$ cat config.mk
export PLATFORM = sky130hd
export DESIGN_NAME = spi_master_flat
export DESIGN_NICKNAME = d
export VERILOG_FILES = /design/src/rtl/spi_master_if.sv /design/src/rtl/spi_master.sv /design/src/flat_wrapper.sv
export SDC_FILE = /design/constraint.sdc
export NUM_CORES = 1
export LEC_CHECK = 0
export CAP_MARGIN = 5
export CORE_MARGIN = 3
export CORE_UTILIZATION = 45
export DETAILED_ROUTE_END_ITERATION = 8
export GPL_ROUTABILITY_DRIVEN = 0
export PLACE_DENSITY = 0.73
export SLEW_MARGIN = 40
export SYNTH_ARGS = -nofsm -noshare
export SYNTH_HDL_FRONTEND = slang
export SYNTH_SLANG_ARGS = --single-unit
$ cat constraint.sdc
create_clock -name clk_i -period 1.85 [get_ports clk_i]
set_input_delay 0.37 -clock clk_i [delete_from_list [all_inputs] [get_ports clk_i]]
set_output_delay 0.37 -clock clk_i [all_outputs]
set_load 0.01 [all_outputs]
$ cat src/rtl/spi_master_if.sv
// Byte-stream and SPI pin bundle for spi_master.
// master: the SPI initiator's view; slave: the byte source/sink and MISO driver.
interface spi_master_if;
  logic [7:0] tx_data;
  logic       tx_last;
  logic       tx_valid;
  logic       tx_ready;
  logic [7:0] rx_data;
  logic       rx_valid;
  logic       busy;
  logic       sck;
  logic       mosi;
  logic       miso;
  logic       ssel;

  modport master (
    input  tx_data, tx_last, tx_valid, miso,
    output tx_ready, rx_data, rx_valid, busy, sck, mosi, ssel
  );

  modport slave (
    output tx_data, tx_last, tx_valid, miso,
    input  tx_ready, rx_data, rx_valid, busy, sck, mosi, ssel
  );
endinterface

$ cat src/rtl/spi_master.sv
// SPI mode-0 initiator, MSB first, 8-bit frames, SSEL held across bytes until TX_LAST.
// Optional SPI_MASTER_LOOPBACK_EN: receive shift register samples MOSI instead of MISO.
module spi_master #(
  parameter int CLK_DIV = 8
) (
  input  logic          clk_i,
  input  logic          rst_i,
  spi_master_if.master  bus_io
);
  localparam int CW = (CLK_DIV > 1) ? $clog2(CLK_DIV) : 1;
  localparam logic [CW-1:0] CNT_MAX = CW'(CLK_DIV - 1);

  typedef enum logic [2:0] {S_IDLE, S_LOW, S_HIGH, S_WAIT, S_HOLD, S_GAP} state_e;

  state_e          state_q, state_d;
  logic [CW-1:0]   cnt_q, cnt_d;
  logic [2:0]      bit_q, bit_d;
  logic [7:0]      txsh_q, txsh_d;
  logic            last_q, last_d;
  logic [7:0]      rxsh_q, rxsh_d;
  logic [7:0]      rx_data_q, rx_data_d;
  logic            rx_valid_q, rx_valid_d;
  logic            rx_bit;
  logic            accept, cnt_done, high_end;

`ifdef SPI_MASTER_LOOPBACK_EN
  logic unused_miso;
  assign unused_miso = bus_io.miso;
  assign rx_bit      = txsh_q[7];
`else
  assign rx_bit = bus_io.miso;
`endif

  assign accept   = bus_io.tx_valid && bus_io.tx_ready;
  assign cnt_done = (cnt_q == CNT_MAX);
  assign high_end = (state_q == S_HIGH) && cnt_done;

  always_ff @(posedge clk_i) begin
    if (rst_i) begin
      state_q    <= S_IDLE;
      cnt_q      <= '0;
      bit_q      <= '0;
      txsh_q     <= '0;
      last_q     <= 1'b0;
      rxsh_q     <= '0;
      rx_data_q  <= '0;
      rx_valid_q <= 1'b0;
    end else begin
      state_q    <= state_d;
      cnt_q      <= cnt_d;
      bit_q      <= bit_d;
      txsh_q     <= txsh_d;
      last_q     <= last_d;
      rxsh_q     <= rxsh_d;
      rx_data_q  <= rx_data_d;
      rx_valid_q <= rx_valid_d;
    end
  end

  always_comb begin
    state_d    = state_q;
    bit_d      = bit_q;
    txsh_d     = txsh_q;
    last_d     = last_q;
    rxsh_d     = rxsh_q;
    rx_data_d  = rx_data_q;
    rx_valid_d = 1'b0;
    unique case (state_q)
      S_IDLE, S_WAIT: if (accept) state_d = S_LOW;
      S_LOW:          if (cnt_done) state_d = S_HIGH;
      S_HIGH:         if (cnt_done) state_d = (bit_q != 3'd7) ? S_LOW : (last_q ? S_HOLD : S_WAIT);
      // HOLD spans two half-periods: the trailing SCK-low half, then the SSEL hold time
      S_HOLD:         if (cnt_done && bit_q[0]) state_d = S_GAP;
      S_GAP:          if (cnt_done) state_d = S_IDLE;
      default:        state_d = S_IDLE;
    endcase
    cnt_d = (state_d != state_q || cnt_done) ? '0 : cnt_q + 1'b1;
    if (accept) begin
      txsh_d = bus_io.tx_data;
      last_d = bus_io.tx_last;
      bit_d  = 3'd0;
    end
    if (high_end) begin
      rxsh_d = {rxsh_q[6:0], rx_bit};
      bit_d  = bit_q + 3'd1;
      // MOSI keeps bit 0 after the final HIGH so the line does not glitch
      if (bit_q != 3'd7) txsh_d = {txsh_q[6:0], 1'b0};
      else begin
        rx_data_d  = {rxsh_q[6:0], rx_bit};
        rx_valid_d = 1'b1;
      end
    end
    if (state_q == S_HOLD && cnt_done) bit_d = bit_q + 3'd1;
  end

  always_comb begin
    bus_io.sck      = (state_q == S_HIGH);
    bus_io.ssel     = !(state_q inside {S_LOW, S_HIGH, S_WAIT, S_HOLD});
    bus_io.mosi     = (state_q inside {S_LOW, S_HIGH, S_WAIT, S_HOLD}) ? txsh_q[7] : 1'b0;
    bus_io.busy     = (state_q != S_IDLE);
    bus_io.tx_ready = (state_q == S_IDLE || state_q == S_WAIT) && !rst_i;
    bus_io.rx_data  = rx_data_q;
    bus_io.rx_valid = rx_valid_q;
  end
endmodule

$ cat src/flat_wrapper.sv
// flat-port wrapper written by rule: the top's interface ports become plain ports
module spi_master_flat 
#(
  parameter int CLK_DIV = 8
)
  (clk_i, rst_i, bus_io_tx_data, bus_io_tx_last, bus_io_tx_valid, bus_io_miso, bus_io_tx_ready, bus_io_rx_data, bus_io_rx_valid, bus_io_busy, bus_io_sck, bus_io_mosi, bus_io_ssel);
  spi_master_if bus_io_i ();
  input  logic clk_i;
  input  logic rst_i;
  input wire logic [$bits(bus_io_i.tx_data)-1:0] bus_io_tx_data;
  input wire logic [$bits(bus_io_i.tx_last)-1:0] bus_io_tx_last;
  input wire logic [$bits(bus_io_i.tx_valid)-1:0] bus_io_tx_valid;
  input wire logic [$bits(bus_io_i.miso)-1:0] bus_io_miso;
  output wire logic [$bits(bus_io_i.tx_ready)-1:0] bus_io_tx_ready;
  output wire logic [$bits(bus_io_i.rx_data)-1:0] bus_io_rx_data;
  output wire logic [$bits(bus_io_i.rx_valid)-1:0] bus_io_rx_valid;
  output wire logic [$bits(bus_io_i.busy)-1:0] bus_io_busy;
  output wire logic [$bits(bus_io_i.sck)-1:0] bus_io_sck;
  output wire logic [$bits(bus_io_i.mosi)-1:0] bus_io_mosi;
  output wire logic [$bits(bus_io_i.ssel)-1:0] bus_io_ssel;
  assign bus_io_i.tx_data = bus_io_tx_data;
  assign bus_io_i.tx_last = bus_io_tx_last;
  assign bus_io_i.tx_valid = bus_io_tx_valid;
  assign bus_io_i.miso = bus_io_miso;
  assign bus_io_tx_ready = bus_io_i.tx_ready;
  assign bus_io_rx_data = bus_io_i.rx_data;
  assign bus_io_rx_valid = bus_io_i.rx_valid;
  assign bus_io_busy = bus_io_i.busy;
  assign bus_io_sck = bus_io_i.sck;
  assign bus_io_mosi = bus_io_i.mosi;
  assign bus_io_ssel = bus_io_i.ssel;
  spi_master #(.CLK_DIV(CLK_DIV)) u_core (.clk_i(clk_i), .rst_i(rst_i), .bus_io(bus_io_i));
endmodule
==> flow_metrics.py <==
metrics = {
    "yosys": {
        "ys_ff_latch": 34,
        "syn_nets": 209,
        "yosys-top-cells-area": "dfxtp_1 42%, nand2_1 11%, a21oi_1 7.1%, a311oi_2 6.4%, ha_1 3.8%",
        "syn_area_sq_um": 1630,
        "synthFlopType": "dfxtp_1",
        "synthCells": 191,
        "synth_seq_area_share": 0.417,
        "synth-warning-count": 0,
        "synth_cell_type_count": 37,
        "syn-mean-instance-area_sq_um": 8.54,
        "synth_async_sr_flop_share": 0,
        "synth_edf_count": 0,
        "synth_top_cell_area_share": 0.417,
        "synth_top_area_cell": "dfxtp_1",
    },
    "outcome": {
        "outcome": "complete, no violations",
    },
    "cells_and_area": {
        "n_fill_cell": 308,
        "syn_to_final_growth_pct": 25.2,
        "final_core_util": 0.597,
        "finalNetCount": 241,
        "final_area_sq_um": 2040,
        "drive_above_1_share": 0.170,
        "mostFrequentLayoutCell": "nand2_1",
        "antennaDiodeCount": 0,
        "mostFrequentLayoutCells": "49 x nand2_1, 33 x dfxtp_1, 23 x a21oi_1, 21 x clkdlybuf4s50_1",
    },
    "floorplanning": {
        "rows": 21,
        "fp.dieH_microns": 66.2,
        "die_x_microns": 66.2,
        "dieArea_sq_um": 4380,
        "core_area_sq_um": 3420,
        "start_util": 0.477,
        "ioPinCount": 27,
    },
    "critical_path": {
        "crit_path_cell_trace": "clkdlybuf4s50_1, nor2_2, and2_1, dlygate4sd2_1",
        "critical_path_buf_inv_count": 2,
        "arrival_ps": 1390,
        "slowest_delay_ps": 470,
        "cp_max_fo": 3,
        "crit_family": "buffers and inverters",
        "critPathKind": "input port to output port",
        "start_kind": "input port",
        "endpoint_kind": "output port",
        "worstRegToRegCells": 6,
        "critPathSlowestCell": "clkdlybuf4s50_1",
        "required_ps": 1480,
        "cp.depth": 4,
    },
    "cts": {
        "cts_buffer_depth": 2,
        "cts-root-buf": "clkbuf_4",
        "cts_setup_buffers": 0,
        "cts_made_buffers": 5,
        "hold_buffers": 0,
        "cts_tree": "yes",
        "h-tree-depth": 2,
        "clkLatencyLatePin_ps": 340,
        "cts_sinks": 34,
        "cts.clk_slew.worst_paths_ps": 90,
    },
    "global_routing": {
        "grt_pass1_wl_mm": 5.60,
        "antenna_found_initial": 0,
        "first_global_vias": 1290,
        "grt_max_degree": 33,
        "gr-total-overflow": 0,
        "grt_usage": 0.167,
    },
    "timing": {
        "worst_pin_slew_ps": 363,
        "hold_viol": 0,
        "period_needed_ps": 1760,
        "fmax_mhz": 567,
        "fin_crit_sh": 0.953,
        "finalSetupViolations": 0,
        "skew_ps": 16.0,
        "rsz0062_at_grt": "no",
        "max_slew_margin": 0.758,
        "report.final.slew_viol_count": 0,
    },
    "drt": {
        "vias": 1426,
        "avgViaCountPerCell": 5.30,
        "drc_errors": 0,
        "wire_per_inst_microns": 12.1,
        "wirelength_mm": 3.25,
        "ant_nets": 0,
        "drtIter0Drc": 65,
        "firstDrtPassIters": 4,
    },
    "placed_design": {
        "dp_hpwl_mm": 2.30,
        "place_area_sq_um": 1950,
        "io_buffers": 26,
    },
    "worst_hold_path": {
        "holdPathStages": 1,
        "worstHoldPathType": "flip-flop to flip-flop",
    },
    "run": {
        "maxCapViolations": 0,
    },
    "pwr": {
        "p_per_area_nw_per_um2": 730,
        "ir_worst_vdd_mv": 0.590,
        "p_leak_nw": 0.756,
    },
}
-- final timing paths --
check,start,slack [ps],end
worst min register to register,u_core.cnt_q[0],450,u_core.cnt_q[0]
worst max-delay path,rst_i,90,bus_io_tx_ready
worst max register to register,u_core.cnt_q[0],190,u_core.cnt_q[2]
worst min-delay path,u_core.cnt_q[0],450,u_core.cnt_q[0]
-- registers in the layout, indices dropped and copies added (netlist names) --
signal,cells
u_core.cnt_q,3
u_core.last_q,1
u_core.rxsh_q,7
u_core.bus_io.rx_data,8
u_core.txsh_q,8
u_core.bit_q,3
u_core.bus_io.rx_valid,1
u_core.state_q,3
-- cells in the mapped netlist, types with 3 or more instances --
library cell,n
a21oi_1,23
a311oi_2,7
and3_1,3
buf_4,3
clkbuf_1,4
dfxtp_1,34
ha_1,5
nand2_1,49
nand2b_1,4
nand3_1,12
nor2_1,11
nor3_1,4
-- logic make-up after synthesis --
group,share of synthesized area
XOR/XNOR,0.0154
AND/OR/NAND/NOR,0.265
adder cells (fa/ha/maj),0.0384
flip-flops,0.417
AO/OA/AOI/OAI,0.200
buffers and inverters,0.0637
-- layer usage --
layer	part of all wire	wire, microns	global-route usage
met5	0	0	0
met4	0.018	57	0.0584
met3	0.059	193	0.0663
met2	0.45	1480	0.258
met1	0.47	1530	0.210
-- repair_timing --
| action | in CTS | in global routing |
|---|---|---|
| pin swaps | 0 | 0 |
| resized for setup | 7 | 6 |
| setup endpoints to repair | 5 | 2 |
-- per-stage QoR --
stage          TNS, ps  total power, W  hold slack, ps  instances  worst slack [ps]
2_1_floorplan        0        0.000885             424        191               180
3_3_place_gp      -218        0.000955             440        262              -218
3_5_place_dp      -217        0.000957             445        262              -217
4_1_cts          -78.4         0.00152             457        269             -78.4
5_1_grt              0         0.00157             471        269              3.75
6_report             0         0.00149             450        269              86.8
-- area by class of cell --
| class | count | area [sq um] | share of cell area |
|---|---|---|---|
| repair buffers | 39 | 353 | 0.173 |
| clock inverters | 1 | 30.0 | 0.0147 |
| flip-flops and latches | 34 | 684 | 0.335 |
| multi-input cells | 140 | 853 | 0.418 |
| well taps | 46 | 57.6 | 0.0282 |
| clock buffers | 6 | 51.3 | 0.0251 |
| inverters | 3 | 11.3 | 0.00552 |
-- worst register-to-register path, stage by stage (launching register included) --
cell      delay, ps
dfxtp_1         360
ha_1            180
ha_1            190
and4bb_1        330
nand2_1         120
a32oi_2         290
nor3_1           90
-- power by group --
part,internal (W),switching (W),total [W]
sequential,0.000752,0.0000131,0.000765
combinational,0.0000907,0.0000806,0.000171
clock,0.000315,0.000240,0.000555
total,0.00116,0.000334,0.00149
Note: power is estimated with default switching activity, not from simulation.
